--- config.mk ---
export PLATFORM = sky130hd
export DESIGN_NAME = hub75_bcm_scanner
export DESIGN_NICKNAME = d
export VERILOG_FILES = /design/src/rtl/hub75_bcm_scanner.sv
export SDC_FILE = /design/constraint.sdc
export NUM_CORES = 1
export LEC_CHECK = 0
export ABC_CLOCK_PERIOD_IN_PS = 5600
export BUFFER_PORTS_ARGS = -buffer_cell sky130_fd_sc_hd__buf_2
export CAP_MARGIN = 20
export CORE_MARGIN = 4
export CORE_UTILIZATION = 35
export CTS_CLUSTER_SIZE = 8
export DETAILED_ROUTE_END_ITERATION = 12
export HOLD_SLACK_MARGIN = 0.12
export PLACE_DENSITY = 0.61
export SLEW_MARGIN = 15
export SYNTH_ARGS = -nofsm -noshare
export SYNTH_HDL_FRONTEND = slang
export SYNTH_SLANG_ARGS = --single-unit
--- constraint.sdc ---
create_clock -name clk -period 5.6 [get_ports clk]
set_input_delay 0.56 -clock clk [delete_from_list [all_inputs] [get_ports clk]]
set_output_delay 0.56 -clock clk [all_outputs]
set_load 0.05 [all_outputs]
--- src/rtl/hub75_bcm_scanner.sv ---
// hub75_bcm_scanner
// Drives a HUB75 LED panel with binary-coded modulation. Each (row, plane) pair is
// shifted out of the frame memory while the previously latched pair is being shown.
// Plane p is shown for base_on<<p clocks. Blanking guard clocks surround every latch pulse.
// Constraints: rows, columns and depth are powers of two and at least 2. base_on >= 1 and blank >= 1.
module hub75_bcm_scanner #(
    parameter int rows    = 8,
    parameter int columns = 32,
    parameter int depth   = 8,
    parameter int base_on = 4,
    parameter int blank   = 2
) (
    input  logic                       clk,
    input  logic                       rst,
    input  logic                       en,
    output logic [$clog2(rows)-1:0]    rd_row,
    output logic [$clog2(columns)-1:0] rd_col,
    output logic [$clog2(depth)-1:0]   rd_plane,
    input  logic [6*depth-1:0]         pix,
    output logic                       r0,
    output logic                       g0,
    output logic                       b0,
    output logic                       r1,
    output logic                       g1,
    output logic                       b1,
    output logic [$clog2(rows)-1:0]    a,
    output logic                       oe,
    output logic                       lat,
    output logic                       oclk,
    output logic                       frame_start,
    output logic                       busy
);

    localparam int RW = $clog2(rows);
    localparam int CW = $clog2(columns);
    localparam int PW = $clog2(depth);
    localparam int TW = $clog2(base_on) + depth;
    localparam int SW = $clog2(2 * columns + 2);
    localparam int BW = $clog2(blank + 1);

    localparam logic [2:0] IDLE       = 3'd0;
    localparam logic [2:0] PRIME      = 3'd1;
    localparam logic [2:0] RUN        = 3'd2;
    localparam logic [2:0] BLANK_PRE  = 3'd3;
    localparam logic [2:0] LATCH      = 3'd4;
    localparam logic [2:0] BLANK_POST = 3'd5;

    // The step counter runs from 0 to 2*columns+1.
    // An even step presents an address and an odd step captures its data.
    // The last step only drops oclk.
    localparam logic [SW-1:0] STEP_LAST      = SW'(2 * columns + 1);
    localparam logic [SW-1:0] STEP_LAST_ADDR = SW'(2 * columns - 1);
    localparam logic [BW-1:0] BLANK_LOAD     = BW'(blank - 1);
    localparam logic [RW-1:0] ROW_LAST       = RW'(rows - 1);
    localparam logic [PW-1:0] PLANE_LAST     = PW'(depth - 1);
    localparam logic [TW-1:0] BASE           = TW'(base_on);

    logic [2:0]    state;
    logic [SW-1:0] step;
    logic          shift_done;
    logic [TW-1:0] timer;
    logic [BW-1:0] blank_cnt;
    logic [5:0]    colour;
    logic [5:0]    plane_bits;
    logic          shifting;
    logic          handover;
    logic          post_done;
    logic          shift_start;
    logic          go_idle;

    // Pick the bit of the current plane out of each of the six colour channels.
    for (genvar k = 0; k < 6; k++) begin : g_chan
        logic [depth-1:0] chan;
        assign chan          = pix[k*depth +: depth];
        assign plane_bits[k] = chan[rd_plane];
    end

    assign {b1, g1, r1, b0, g0, r0} = colour;
    assign busy = (state != IDLE);

    // Decode the conditions under which the shift engine and the display engine hand over.
    always_comb begin
        shifting    = ((state == PRIME) || (state == RUN)) && !shift_done;
        handover    = ((state == PRIME) || (state == RUN)) && shift_done && (timer == '0);
        post_done   = (state == BLANK_POST) && (blank_cnt == '0);
        shift_start = ((state == IDLE) && en) || post_done;
        go_idle     = handover && !en;
    end

    // Control sequencer.
    // Walks through the blanking and latch phases.
    // Owns the panel row select and the (row, plane) pair being fetched.
    always_ff @(posedge clk or posedge rst) begin
        if (rst) begin
            state       <= IDLE;
            blank_cnt   <= '0;
            lat         <= 1'b0;
            frame_start <= 1'b0;
            a           <= '0;
            rd_row      <= '0;
            rd_plane    <= '0;
        end else begin
            case (state)
                IDLE: begin
                    if (en) begin
                        state <= PRIME;
                    end
                end
                PRIME, RUN: begin
                    if (handover) begin
                        if (en) begin
                            state     <= BLANK_PRE;
                            blank_cnt <= BLANK_LOAD;
                        end else begin
                            state    <= IDLE;
                            rd_row   <= '0;
                            rd_plane <= '0;
                        end
                    end
                end
                BLANK_PRE: begin
                    if (blank_cnt == '0) begin
                        state       <= LATCH;
                        lat         <= 1'b1;
                        a           <= rd_row;
                        frame_start <= (rd_row == '0) && (rd_plane == '0);
                    end else begin
                        blank_cnt <= blank_cnt - BW'(1);
                    end
                end
                LATCH: begin
                    state       <= BLANK_POST;
                    lat         <= 1'b0;
                    frame_start <= 1'b0;
                    blank_cnt   <= BLANK_LOAD;
                end
                BLANK_POST: begin
                    if (blank_cnt == '0) begin
                        state <= RUN;
                        if (rd_plane == PLANE_LAST) begin
                            rd_plane <= '0;
                            rd_row   <= (rd_row == ROW_LAST) ? '0 : rd_row + RW'(1);
                        end else begin
                            rd_plane <= rd_plane + PW'(1);
                        end
                    end else begin
                        blank_cnt <= blank_cnt - BW'(1);
                    end
                end
                default: begin
                    state <= IDLE;
                end
            endcase
        end
    end

    // Shift engine.
    // Steps through the columns and captures each pixel one clock after its address.
    // oclk is raised in the clock that follows the data update.
    always_ff @(posedge clk or posedge rst) begin
        if (rst) begin
            step       <= '0;
            shift_done <= 1'b0;
            rd_col     <= '0;
            oclk       <= 1'b0;
            colour     <= '0;
        end else if (shift_start) begin
            step       <= '0;
            shift_done <= 1'b0;
            rd_col     <= '0;
            oclk       <= 1'b0;
        end else if (go_idle) begin
            rd_col <= '0;
        end else if (shifting) begin
            step <= step + SW'(1);
            if (step[0]) begin
                oclk <= 1'b0;
                if (step == STEP_LAST) begin
                    shift_done <= 1'b1;
                end else begin
                    colour <= plane_bits;
                    if (step < STEP_LAST_ADDR) begin
                        rd_col <= rd_col + CW'(1);
                    end
                end
            end else if (step != '0) begin
                oclk <= 1'b1;
            end
        end
    end

    // Display engine.
    // Keeps oe low for base_on<<plane clocks after the latched plane goes live.
    // It is otherwise blanked.
    always_ff @(posedge clk or posedge rst) begin
        if (rst) begin
            timer <= '0;
            oe    <= 1'b1;
        end else if (post_done) begin
            timer <= BASE << rd_plane;
            oe    <= 1'b0;
        end else if ((state == RUN) && (timer != '0)) begin
            timer <= timer - TW'(1);
            if (timer == TW'(1)) begin
                oe <= 1'b1;
            end
        end
    end

endmodule
# --- Yosys cells after proc, flatten, opt, wreduce, memory -nomap -nowiden ---
# Index checks and enable logic that the tools add are counted.
totals:
  ff_bits: 47
  out_inout_bits: 25
  wordCells: 150
op_classes:
  n_addsub: 6
  magnitude_cmp: 2
  eq_ne: 19
  shift: 1
  mux: 59
  bitwise_logic: 3
  reduce_logical: 46
op_table:
  columns: ["cell", "count"]
  rows:
  - ["$mux W3", 11]
  - ["$mux W5", 6]
  - ["$mux W1", 21]
  - ["$mux W7", 3]
  - ["$mux W10", 2]
  - ["$reduce_and A4 Y1", 5]
  - ["$bmux W1 S3", 6]
  - ["$reduce_bool A3 Y1", 6]
  - ["$pmux W3 S5", 1]
  - ["$ne A2 B2 Y1 const B", 7]
  - ["$reduce_bool A2 Y1", 7]
  - ["$eq A3 B3 Y1 const B", 4]
  - ["$pmux W3 S2", 2]
  - ["$eq A10 B1 Y1 const B", 1]
  - ["$logic_not A10 Y1", 1]
  - ["$reduce_and A5 Y1", 2]
  - ["$reduce_bool A10 Y1", 1]
  - ["$shl A3 B3 Y10 const A", 1]
  - ["$sub A10 B1 Y10 const B", 1]
  - ["$logic_not A3 Y1", 3]
  - ["$logic_and A1 B1 Y1", 8]
  - ["$mux W2", 4]
  - ["$reduce_and A2 Y1", 4]
  - ["$add A7 B1 Y7 const B", 1]
  - ["other kinds (19)", 28]

# --- Longest topological paths before layout ---
# Gate-level depths: netlist (run 1).
logic_depth:
  depth_word: 7
  mapped_depth: 7

# --- Least setup slack after synthesis (run 1) ---
# OpenSTA, ideal clock, no wires.
synth_path:
  kind: "register -> register"
  start: "register rd_plane[0]"
  end: "register colour[0]"
  setup_time_ps: 123
  arrival_time_ps: 2000
  path_slack_ps: 3476
  stages_incl_launch_ff: 6
  period_less_slack_ps: 2124
  path_cell_list: "dfrtp_1 clkbuf_1 buf_2 mux4_2 mux2i_1 o21ai_1"
synth_via:
  elab_chain_len: 2
synth_lines:
  columns: ["element", "line", "rtl"]
  rows:
  - ["from (decl)", "18", "output logic [$clog2(depth)-1:0] rd_plane,"]
  - ["from (signal assigned)", "144", "rd_plane <= rd_plane + PW'(1);"]
  - ["$bmux W1 S3", "75", "assign plane_bits[k] = chan[rd_plane];"]
  - ["$mux W1 (implied by the code)", "75", null]
  - ["to (signal assigned)", "181", "colour <= plane_bits;"]
  - ["to (decl)", "63", "logic [5:0] colour;"]
# Every way passes these cells. The select of a mux whose other input is x is not followed.
# A chain may end at the register's enable or synchronous reset.

# --- Worst setup path in the final report (run 1) ---
layout_path:
  start: "register state[2]"
  end: "register rd_row[0]"
layout_via:
  elab_chain_len: 6
  elab_cells_between_ends: 14
  cone_classes: "7 x eq/ne; 1 x mux; 6 x reduce/logical"
layout_lines:
  columns: ["element", "line", "rtl"]
  rows:
  - ["from (decl)", "58", "logic [2:0] state;"]
  - ["from (signal assigned)", "95", "state <= IDLE;"]
  - ["from (signal assigned)", "106", "state <= PRIME;"]
  - ["from (signal assigned)", "112", "state <= BLANK_PRE;"]
  - ["$eq A3 B1 Y1 / $eq A3 B2 Y1 (equally long branches)", "84, 103", null]
  - ["$logic_or A1 B1 Y1", "84", "handover = ((state == PRIME) || (state == RUN)) && shift_done && (timer == '0);"]
  - ["$logic_and A1 B1 Y1 (2 in a row)", "84", null]
  - ["$ne A2 B2 Y1 (no source line)", null, null]
  - ["$reduce_and A5 Y1 (no source line)", null, null]
  - ["to (signal assigned)", "142", "rd_row <= (rd_row == ROW_LAST) ? '0 : rd_row + RW'(1);"]
  - ["to (decl)", "16", "output logic [$clog2(rows)-1:0] rd_row,"]
# Parallel ways exist; a longest one is shown, timed or not.

==> flow_summary.yaml, run 1 <==
timing:
  finalCritPeriodShare_pct: 41.74
  hold_viol: 0
  setup-tns-final_ps: 0
  fin_crit_ps: 2337
  holdWs_ps: 261.5
  rsz0062_at_grt: "false"
  clock_skew_ps: 8.731
  tightestPinTransition_ps: 895.5
  relSlewSlack_pct: 40.30
  worst_slack_ps: 3263
  fmax_mhz: 427.8
  setup_viol_count_final: 0
  drv_slew: 0
setup_path:
  crit_path_cell_trace: "nand2b_1, nor2_1, nand2_1, nand2_1, o22ai_1"
  rr_startpoint: "state[2]"
  crit_path_frequent_cell: "nand2_1"
  critPathSlowestCell: "dfrtp_1"
  r2r-end: "rd_row[0]"
  cp_max_fo: 17
  max_stage_delay_ps: 780
  rrSetupSlack_ps: 3260
  start_kind: "flip-flop"
  crit_required_ps: 5740
  worstSetupPathType: "reg2reg"
  worstPathArrival_ps: 2470
  critPathCaptureType: "flip-flop"
  rr_worst_depth: 5
floorplan:
  die_x_um: 99.40
  start_util_pct: 35.77
  row_count: 33
  die_area_sq_um: 9880
  ios: 76
  die_h_um: 99.40
  core-area_sq_um: 8175
logic_synthesis:
  ys_ff_latch: 47
  synth_area_leaders: "dfrtp_1 (39%), mux4_2 (9.2%), ha_1 (7.3%)"
  syn_avg_cell_area_sq_um: 10.19
  yosysTopAreaCellShare_pct: 39.37
  synth_cell_types: 49
  synth-main-ff-cell: "dfrtp_1"
  synth_edf_count: 0
  yosysSeqAreaShare_pct: 40.27
  synth_warnings: 0
  syn-cell-area_sq_um: 2924
  synthCells: 287
  yosysTopAreaCell: "dfrtp_1"
  mappedNetlistNets: 355
  synthArstFlopShare_pct: 100.0
placed_design:
  place.gp.congestion: 0.8354
  dp_hpwl_um: 4902
  dp_slack_ps: 3029
  dp_cells: 454
  io_buffers: 75
cts:
  postCtsHoldBufs: 0
  cts_sinks: 47
  clkLatencyLatePin_ps: 300
  postCtsResizedCells: 0
  cts_tree: "done"
  post_cts_buffers: 0
  clk_pin_slew_ps: 90
  cts-htree-levels: 2
  cts_buffer_depth: 2
  cts_made_buffers: 5
  clock-root-buffer: "clkbuf_8"
routing:
  drc_errors: 0
  wl_um: 6600
  vias_per_cell: 5.143
  vias: 2376
  first_iter_violations: 84
  detail_route.wl_per_cell_um: 14.29
  ant_nets: 0
  drtPass1Iterations: 4
final_layout:
  layout.nets: 425
  drive_gt1_share_pct: 29.69
  final_common_cell: "buf_2"
  multiInputGateArea_sq_um: 1643
  areaGrowthSynthToFinish_pct: 20.03
  regArea_sq_um: 1177
  nFillCells: 810
  final_cell_mix: "buf_2 (75), dfrtp_1 (46), nand2_1 (26)"
  antenna_cells: 0
  fin_cells: 462
  utilization_pct: 42.93
power:
  power.leakage_nw: 1.634
  ir_drop_mv: 0.2143
  p_per_area_nw_per_um2: 597.2
global_routing:
  grt_pass1_wl_um: 11250
  first_global_vias: 2400
  grt_max_degree: 48
  gr-total-overflow: 0
  antenna_found_initial: 0
  grt_util_all_layers_pct: 13.95
outcome:
  status: "finished clean"
worst_hold_path:
  hp-class: "in2async"
job:
  drv_cap: 0
[cell type report]
cell class | instances | area share (%)
Sequential cell | 47 | 33.55
Clock inverter | 1 | 0.8556
Tap cell | 105 | 3.743
Multi-Input combinational cell | 212 | 46.81
Clock buffer | 6 | 2.068
Inverter | 14 | 1.497
Timing Repair Buffer | 77 | 11.48
[worst max path at each step]
stage	end	from	cells after the start	slack (ps)
after floorplan	colour[0]	rd_plane[0]	5	3480
after global placement	rd_plane[1]	timer[0]	6	3080
after detailed placement	rd_plane[2]	timer[0]	6	3030
after CTS	rd_row[0]	timer[0]	6	2930
after global routing	colour[0]	state[0]	5	3020
final	rd_row[0]	state[2]	5	3260
[metal layers]
layer  share of wire (%)  up-vias  wire length, um  global-route usage (%)
li1                    -     1176                -                       -
met1                  46     1124             3041                   18.64
met2                  47       71             3117                   22.88
met3                 5.9        5              392                   3.366
met4                0.73        0               48                   3.361
met5                   0        -                0                       0
[cells by family (layout without fill, tap and decap cells)]
logic type	count (synthesis)	after routing	share of synthesized area [%]
AOI/OAI and AO/OA	50	50	11.08
xor gates and xnor gates	13	13	3.894
adders and majority gates	17	17	7.274
buffers and inverters	28	98	4.065
DFF	47	47	40.27
muxes	22	22	12.71
and+or+nand+nor	110	110	20.71
[state kept, by name, indices dropped and copies added, names as in the netlist, 2 cells and up]
register	count
a	3
blank_cnt	2
colour	6
rd_col	5
rd_plane	3
rd_row	3
state	3
step	7
timer	10
[per-stage QoR]
| step | power, mW | cell area (sq um) |
|---|---|---|
| 2_1_floorplan | 1.606 | 2924 |
| 3_3_place_gp | 1.833 | 3371 |
| 3_5_place_dp | 1.864 | 3378 |
| 4_1_cts | 2.113 | 3481 |
| 5_1_grt | 2.266 | 3510 |
| 6_report | 2.096 | 3510 |
[worst max-delay path, delay by kind of cell (launching register included)]
family	cells	cell delay [ps]
simple gates	4	1300
compound gates	1	90
flops	1	780
[synth_stat cells (all sizes together), types with 2 or more instances]
cell type	number
dfrtp	46
nand2	26
nor2	23
nand3	18
ha	17
o21ai	17
inv	14
mux4	12
a21oi	10
xor2	10
mux2i	9
buf	7
clkbuf	7
nand4	7
nor3	7
nand2b	5
nand3b	5
o22ai	5
nor3b	4
nor4	4
and3	3
nor2b	3
xnor2	3
a211oi	2
a31oi	2
o211ai	2
o21a	2
o2bb2ai	2
o311ai	2
o31ai	2
[power breakdown]
part | internal [mW] | total, mW | switching, mW | leakage (nW)
logic | 0.439 | 1.16 | 0.722 | 1.01
registers | 0.484 | 0.695 | 0.211 | 0.577
clock network | 0.131 | 0.240 | 0.109 | 0.0513
Power figures use the tool's default switching activity.
==> inputs of run 2 (changes only) <==
ABC_AREA = 1   (was default)
ABC_CLOCK_PERIOD_IN_PS = 2140   (was 5600)
PLACE_DENSITY = 0.62   (was 0.61)
clock period = 2.14 ns   (was 5.6 ns; I/O delays follow)
==> run 2 against run 1 <==
Compared with the run above: setup slack lost 3000 ps; critical path depth grew 5; highest routed layer unchanged; flip-flop and latch count is the same; synthesized cell count is 59% higher; clock skew fell by 3.7 ps; combinational power up 140%; sequential share of layout area is 2.8 points lower.
==> flow_summary.yaml, run 2 <==
final_layout:
  final_cell_mix: "nand2_1 (133), buf_2 (75), nor2_1 (60)"
  areaGrowthSynthToFinish_pct: 18.54
  final_common_cell: "nand2_1"
  fin_area_sq_um: 3832
  layout.nets: 600
  largestRegisters: "timer: 10 flops, step: 7 flops, colour: 6 flops"
  antenna_cells: 0
  drive_gt1_share_pct: 22.14
  regMostFlops: "timer"
  largest_register_ffs: 10
setup_path:
  critPathCaptureType: "flip-flop"
  r2r-end: "colour[3]"
  worstPathArrival_ps: 2090
  rr_worst_depth: 10
  rr_startpoint: "blank_cnt[0]"
  crit_path_end: "colour[3]"
  crit_start: "blank_cnt[0]"
  cp_max_fo: 18
  start_kind: "flip-flop"
  worstSetupPathType: "reg2reg"
  rrSetupSlack_ps: 240
  crit_required_ps: 2330
cts:
  cts_buffer_depth: 2
  cts_made_buffers: 5
  cts_tree: "done"
  clock-root-buffer: "clkbuf_8"
  clk_pin_slew_ps: 90
  clkLatencyLatePin_ps: 300
  cts_sinks: 47
  cts-htree-levels: 2
  post_cts_buffers: 0
floorplan:
  ios: 76
  row_count: 34
  die_h_um: 104.1
  start_util_pct: 36.54
  core-area_sq_um: 8848
  die_x_um: 104.1
  die_area_sq_um: 10840
logic_synthesis:
  synth_edf_count: 0
  syn-cell-area_sq_um: 3233
  yosysMostFrequentCell: "nand2_1"
  synth_warnings: 0
  synth_area_leaders: "dfrtp_1 (36%), nand2_1 (15%), nor2_1 (7.0%)"
  yosysSeqAreaShare_pct: 36.42
  synth_commonest_cells: "nand2_1 (133), nor2_1 (60), dfrtp_1 (46), inv_1 (43), o21ai_0 (41)"
  ys_ff_latch: 47
  mappedNetlistNets: 524
  yosysTopAreaCell: "dfrtp_1"
  synth-main-ff-cell: "dfrtp_1"
  synth_cell_types: 37
  synthArstFlopShare_pct: 100.0
  synthCells: 456
  syn_avg_cell_area_sq_um: 7.090
  yosysTopAreaCellShare_pct: 35.60
power:
  power.leakage_nw: 2.048
  ir_drop_mv: 0.8986
  p_per_area_nw_per_um2: 1311
worst_hold_path:
  min_from: "en"
  hp-class: "in2reg"
routing:
  drtPass1Iterations: 5
  detail_route.wl_per_cell_um: 12.35
  vias_per_cell: 4.900
  ant_nets: 0
  vias: 3141
  first_iter_violations: 104
  wl_um: 7919
  drc_errors: 0
timing:
  worst_slack_ps: 238.9
  setup_viol_count_final: 0
  holdWs_ps: 295.7
  tightestPinTransition_ps: 600.7
  setup-tns-final_ps: 0
  hold_viol: 0
  clock_skew_ps: 5.021
  drv_slew: 0
  finalCritPeriodShare_pct: 88.84
  rsz0062_at_grt: "false"
  fin_crit_ps: 1901
  relSlewSlack_pct: 59.95
  fmax_mhz: 526.0
global_routing:
  grt_max_degree: 48
  first_global_vias: 3101
  grt_pass1_wl_um: 13940
  gr-total-overflow: 0
  grt_util_all_layers_pct: 14.98
  antenna_found_initial: 0
outcome:
  status: "finished clean"
placed_design:
  place_area_sq_um: 3705
  dp_slack_ps: 240.8
  io_buffers: 75
  place.gp.congestion: 0.8196
  dp_hpwl_um: 6072
job:
  drv_cap: 0
## run 2: changes by cell type after synthesis, sizes merged, moves of 5 or more
cell,change
nand2b,-5
inv,+34
xor2,-8
mux2i,-9
nor3,-5
o22ai,+8
mux4,-12
nand3b,-5
nor2,+41
nand2,+111
o21ai,+29
nand3,+20
## run 2: worst max-delay path, stage by stage (launching register included)
cell and delay, ps:
dfrtp_1 350, inv_1 50, ha_1 260, nand4_4 250, nand2_2 110, inv_2 180, nand2_1 160, nor2_4 200
inv_2 90, nand2_1 60, nand2_1 50
## run 2: what timing repair did
item | CTS | global route
hold endpoints to repair | 46 | 0
gates resized for setup | 0 | 0
hold buffers | 1 | 0
## run 2: metal layers
layer	vias to the layer above	part of all wire [%]	track usage, %
met3	7	3.6	1.862
met1	1439	49	20.48
met2	66	47	25.07
met5	-	0	0
met4	0	1.1	3.894
li1	1629	-	-
## run 2: report_power, final
| group | switching [mW] | leakage, nW | internal [mW] | total [mW] |
|---|---|---|---|---|
| Clock | 0.307 | 0.0612 | 0.379 | 0.685 |
| Sequential | 0.319 | 0.610 | 1.21 | 1.52 |
| Combinational | 1.98 | 1.38 | 0.839 | 2.81 |
## run 2: kinds of logic after synthesis
logic type	share of synthesized area, %
buffers and inverters	8.475
flip-flops	36.42
AND/OR/NAND/NOR	35.14
XOR/XNOR	0.5419
AO/OA/AOI/OAI	12.85
adder cells (fa/ha/maj)	6.579
## run 2: how the worst min path moves through the flow
stage            endpoint  slack, ps  cells after the start
2_1_floorplan  shift_done        430                      3
3_3_place_gp         a[1]        410                      3
3_5_place_dp         a[1]        420                      3
4_1_cts        shift_done        290                      4
5_1_grt        shift_done        320                      4
6_report       shift_done        300                      4
## run 2: per-stage QoR
stage          utilization (%)  instances  total power, mW
6_report                 43.31        641            5.025
3_5_place_dp             41.87        632            4.354
5_1_grt                  43.31        641            5.497
3_3_place_gp             41.87        632            4.318
2_1_floorplan                -        456            3.811
4_1_cts                  43.31        641            5.054
## run 2: cell type report
cell class,count,area (sq um)
clock buffers,6,82.58
clock inverters,2,35.03
fillers,923,5016
inverters,48,182.7
multi-input cells,347,1782
flip-flops and latches,47,1177
well taps,108,135.1
repair buffers,83,437.9
==> inputs of run 3 (changes only) <==
ABC_CLOCK_PERIOD_IN_PS = 1890   (was 2140)
CTS_BUF_LIST = sky130_fd_sc_hd__clkbuf_2 sky130_fd_sc_hd__clkbuf_4 sky130_fd_sc_hd__clkbuf_8   (was default)
PLACE_DENSITY = 0.6   (was 0.62)
clock period = 1.89 ns   (was 2.14 ns; I/O delays follow)
==> run 3 against run 2 <==
Compared with the run above: utilization rose by 0.27 points; die area unchanged; non-clock buffer count grew 2; flip-flop and latch count did not move; worst hold slack barely moved; critical endpoint is now rd_row[0]; highest routed layer unchanged.
==> flow_summary.yaml, run 3 (synthesized netlist as in run 2, its figures left out) <==
final_layout:
  final_cell_mix: "nand2_1 (132), buf_2 (75), nor2_1 (60)"
  antenna_cells: 0
  drive_gt1_share_pct: 22.62
  largest_register_ffs: 10
  layout.nets: 602
  largestRegisters: "timer: 10 flops, step: 7 flops, colour: 6 flops"
  fin_area_sq_um: 3856
  fin_cells: 643
  regMostFlops: "timer"
  areaGrowthSynthToFinish_pct: 19.27
  final_common_cell: "nand2_1"
  utilization_pct: 43.58
routing:
  vias: 3156
  drtPass1Iterations: 4
  first_iter_violations: 111
  drc_errors: 0
  wl_um: 7895
  vias_per_cell: 4.908
  ant_nets: 0
  detail_route.wl_per_cell_um: 12.28
global_routing:
  met2_usage_pct: 24.23
  met1_usage_pct: 20.29
  first_global_vias: 3008
  grt_max_degree: 26
  grtUsageMet3_pct: 2.607
  grt_pass1_wl_um: 13720
  grt_util_all_layers_pct: 14.75
  gr-total-overflow: 0
  busiest_layer: "met2"
  antenna_found_initial: 0
timing:
  holdWs_ps: 295.2
  fmax_mhz: 579.3
  finalCritPeriodShare_pct: 91.33
  setup-tns-final_ps: 0
  worst_slack_ps: 163.9
  fin_crit_ps: 1726
  drv_slew: 0
  hold_viol: 0
  setup_viol_count_final: 0
  relSlewSlack_pct: 64.83
  tightestPinTransition_ps: 526.8
  clock_skew_ps: 9.308
cts:
  cts_sinks: 47
  clock-root-buffer: "clkbuf_8"
  cts_made_buffers: 5
  clkLatencyLatePin_ps: 300
  clk_pin_slew_ps: 90
  cts_buffer_depth: 2
  cts_tree: "done"
  cts-htree-levels: 2
job:
  drv_cap: 0
floorplan:
  die_x_um: 104.1
  core-area_sq_um: 8848
  row_count: 34
  die_area_sq_um: 10840
  start_util_pct: 36.54
  ios: 76
  die_h_um: 104.1
setup_path:
  critPathCaptureType: "flip-flop"
  start_kind: "flip-flop"
  cp_max_fo: 9
  crit_required_ps: 2090
  worstSetupPathType: "reg2reg"
  worstPathArrival_ps: 1930
placed_design:
  dp_hpwl_um: 6289
  io_buffers: 75
  place.gp.congestion: 0.8464
  dp_cells: 634
  dp_slack_ps: 116.5
  place_area_sq_um: 3720
worst_hold_path:
  hp-class: "in2reg"
power:
  ir_drop_mv: 0.8504
  power.leakage_nw: 2.057
  p_per_area_nw_per_um2: 1485
  power_mw: 5.726
outcome:
  status: "finished clean"
==> run 3: cell count changes in the layout (fill, tap and decap cells not counted) <==
cell,previous run,this run
inv_2,5,4
clkinv_2,1,0
nand2_2,3,4
buf_4,7,9
nand2_1,133,132
inv_6,0,1
inv_4,1,2
==> run 3: final timing paths <==
kind | start | to | slack, ps | cells past startpoint
hold reg to reg | blank_cnt[1] | blank_cnt[1] | 480 | 2
hold / removal | en | shift_done | 300 | 4
min in group asynchronous | rst | blank_cnt[0] | 460 | 3
max in group asynchronous | rst | step[3] | 850 | 4
setup / recovery | state[0] | rd_row[0] | 160 | 8
setup reg to reg | state[0] | rd_row[0] | 160 | 8
==> run 3: cell type report <==
| type | count | area (sq um) |
|---|---|---|
| inverter | 48 | 185.2 |
| sequential | 47 | 1177 |
| tap | 108 | 135.1 |
| clock inverter | 2 | 38.79 |
| fill | 911 | 4992 |
| multi-input combinational | 347 | 1784 |
| clock buffer | 6 | 82.58 |
| timing repair buffer | 85 | 452.9 |
==> run 3: what timing repair did <==
item                                    4_1_cts  5_1_grt
endpoints found under the setup margin        0        7
hold endpoints to repair                     22        0
resized for setup                             0        2
hold buffers                                  1        0
buffers inserted                              0        0
==> run 3: report_power, final <==
part           internal [mW]  switching, mW
Sequential              1.36          0.343
Clock                  0.436          0.356
Combinational          0.967           2.26
==> run 3: layer usage <==
metal	up-vias	wire length, um
met1	1457	3813
met5	-	0
met2	56	3730
li1	1639	-
met3	4	295
met4	0	56
==> run 3: worst max-delay path, stage by stage (launching register included) <==
cell	delay (ps)
dfrtp_1	560
nand2_1	180
nand2_2	100
nor3_2	140
nand3_1	200
nand2_2	210
nand2_1	120
nand2_1	70
nand2_1	50
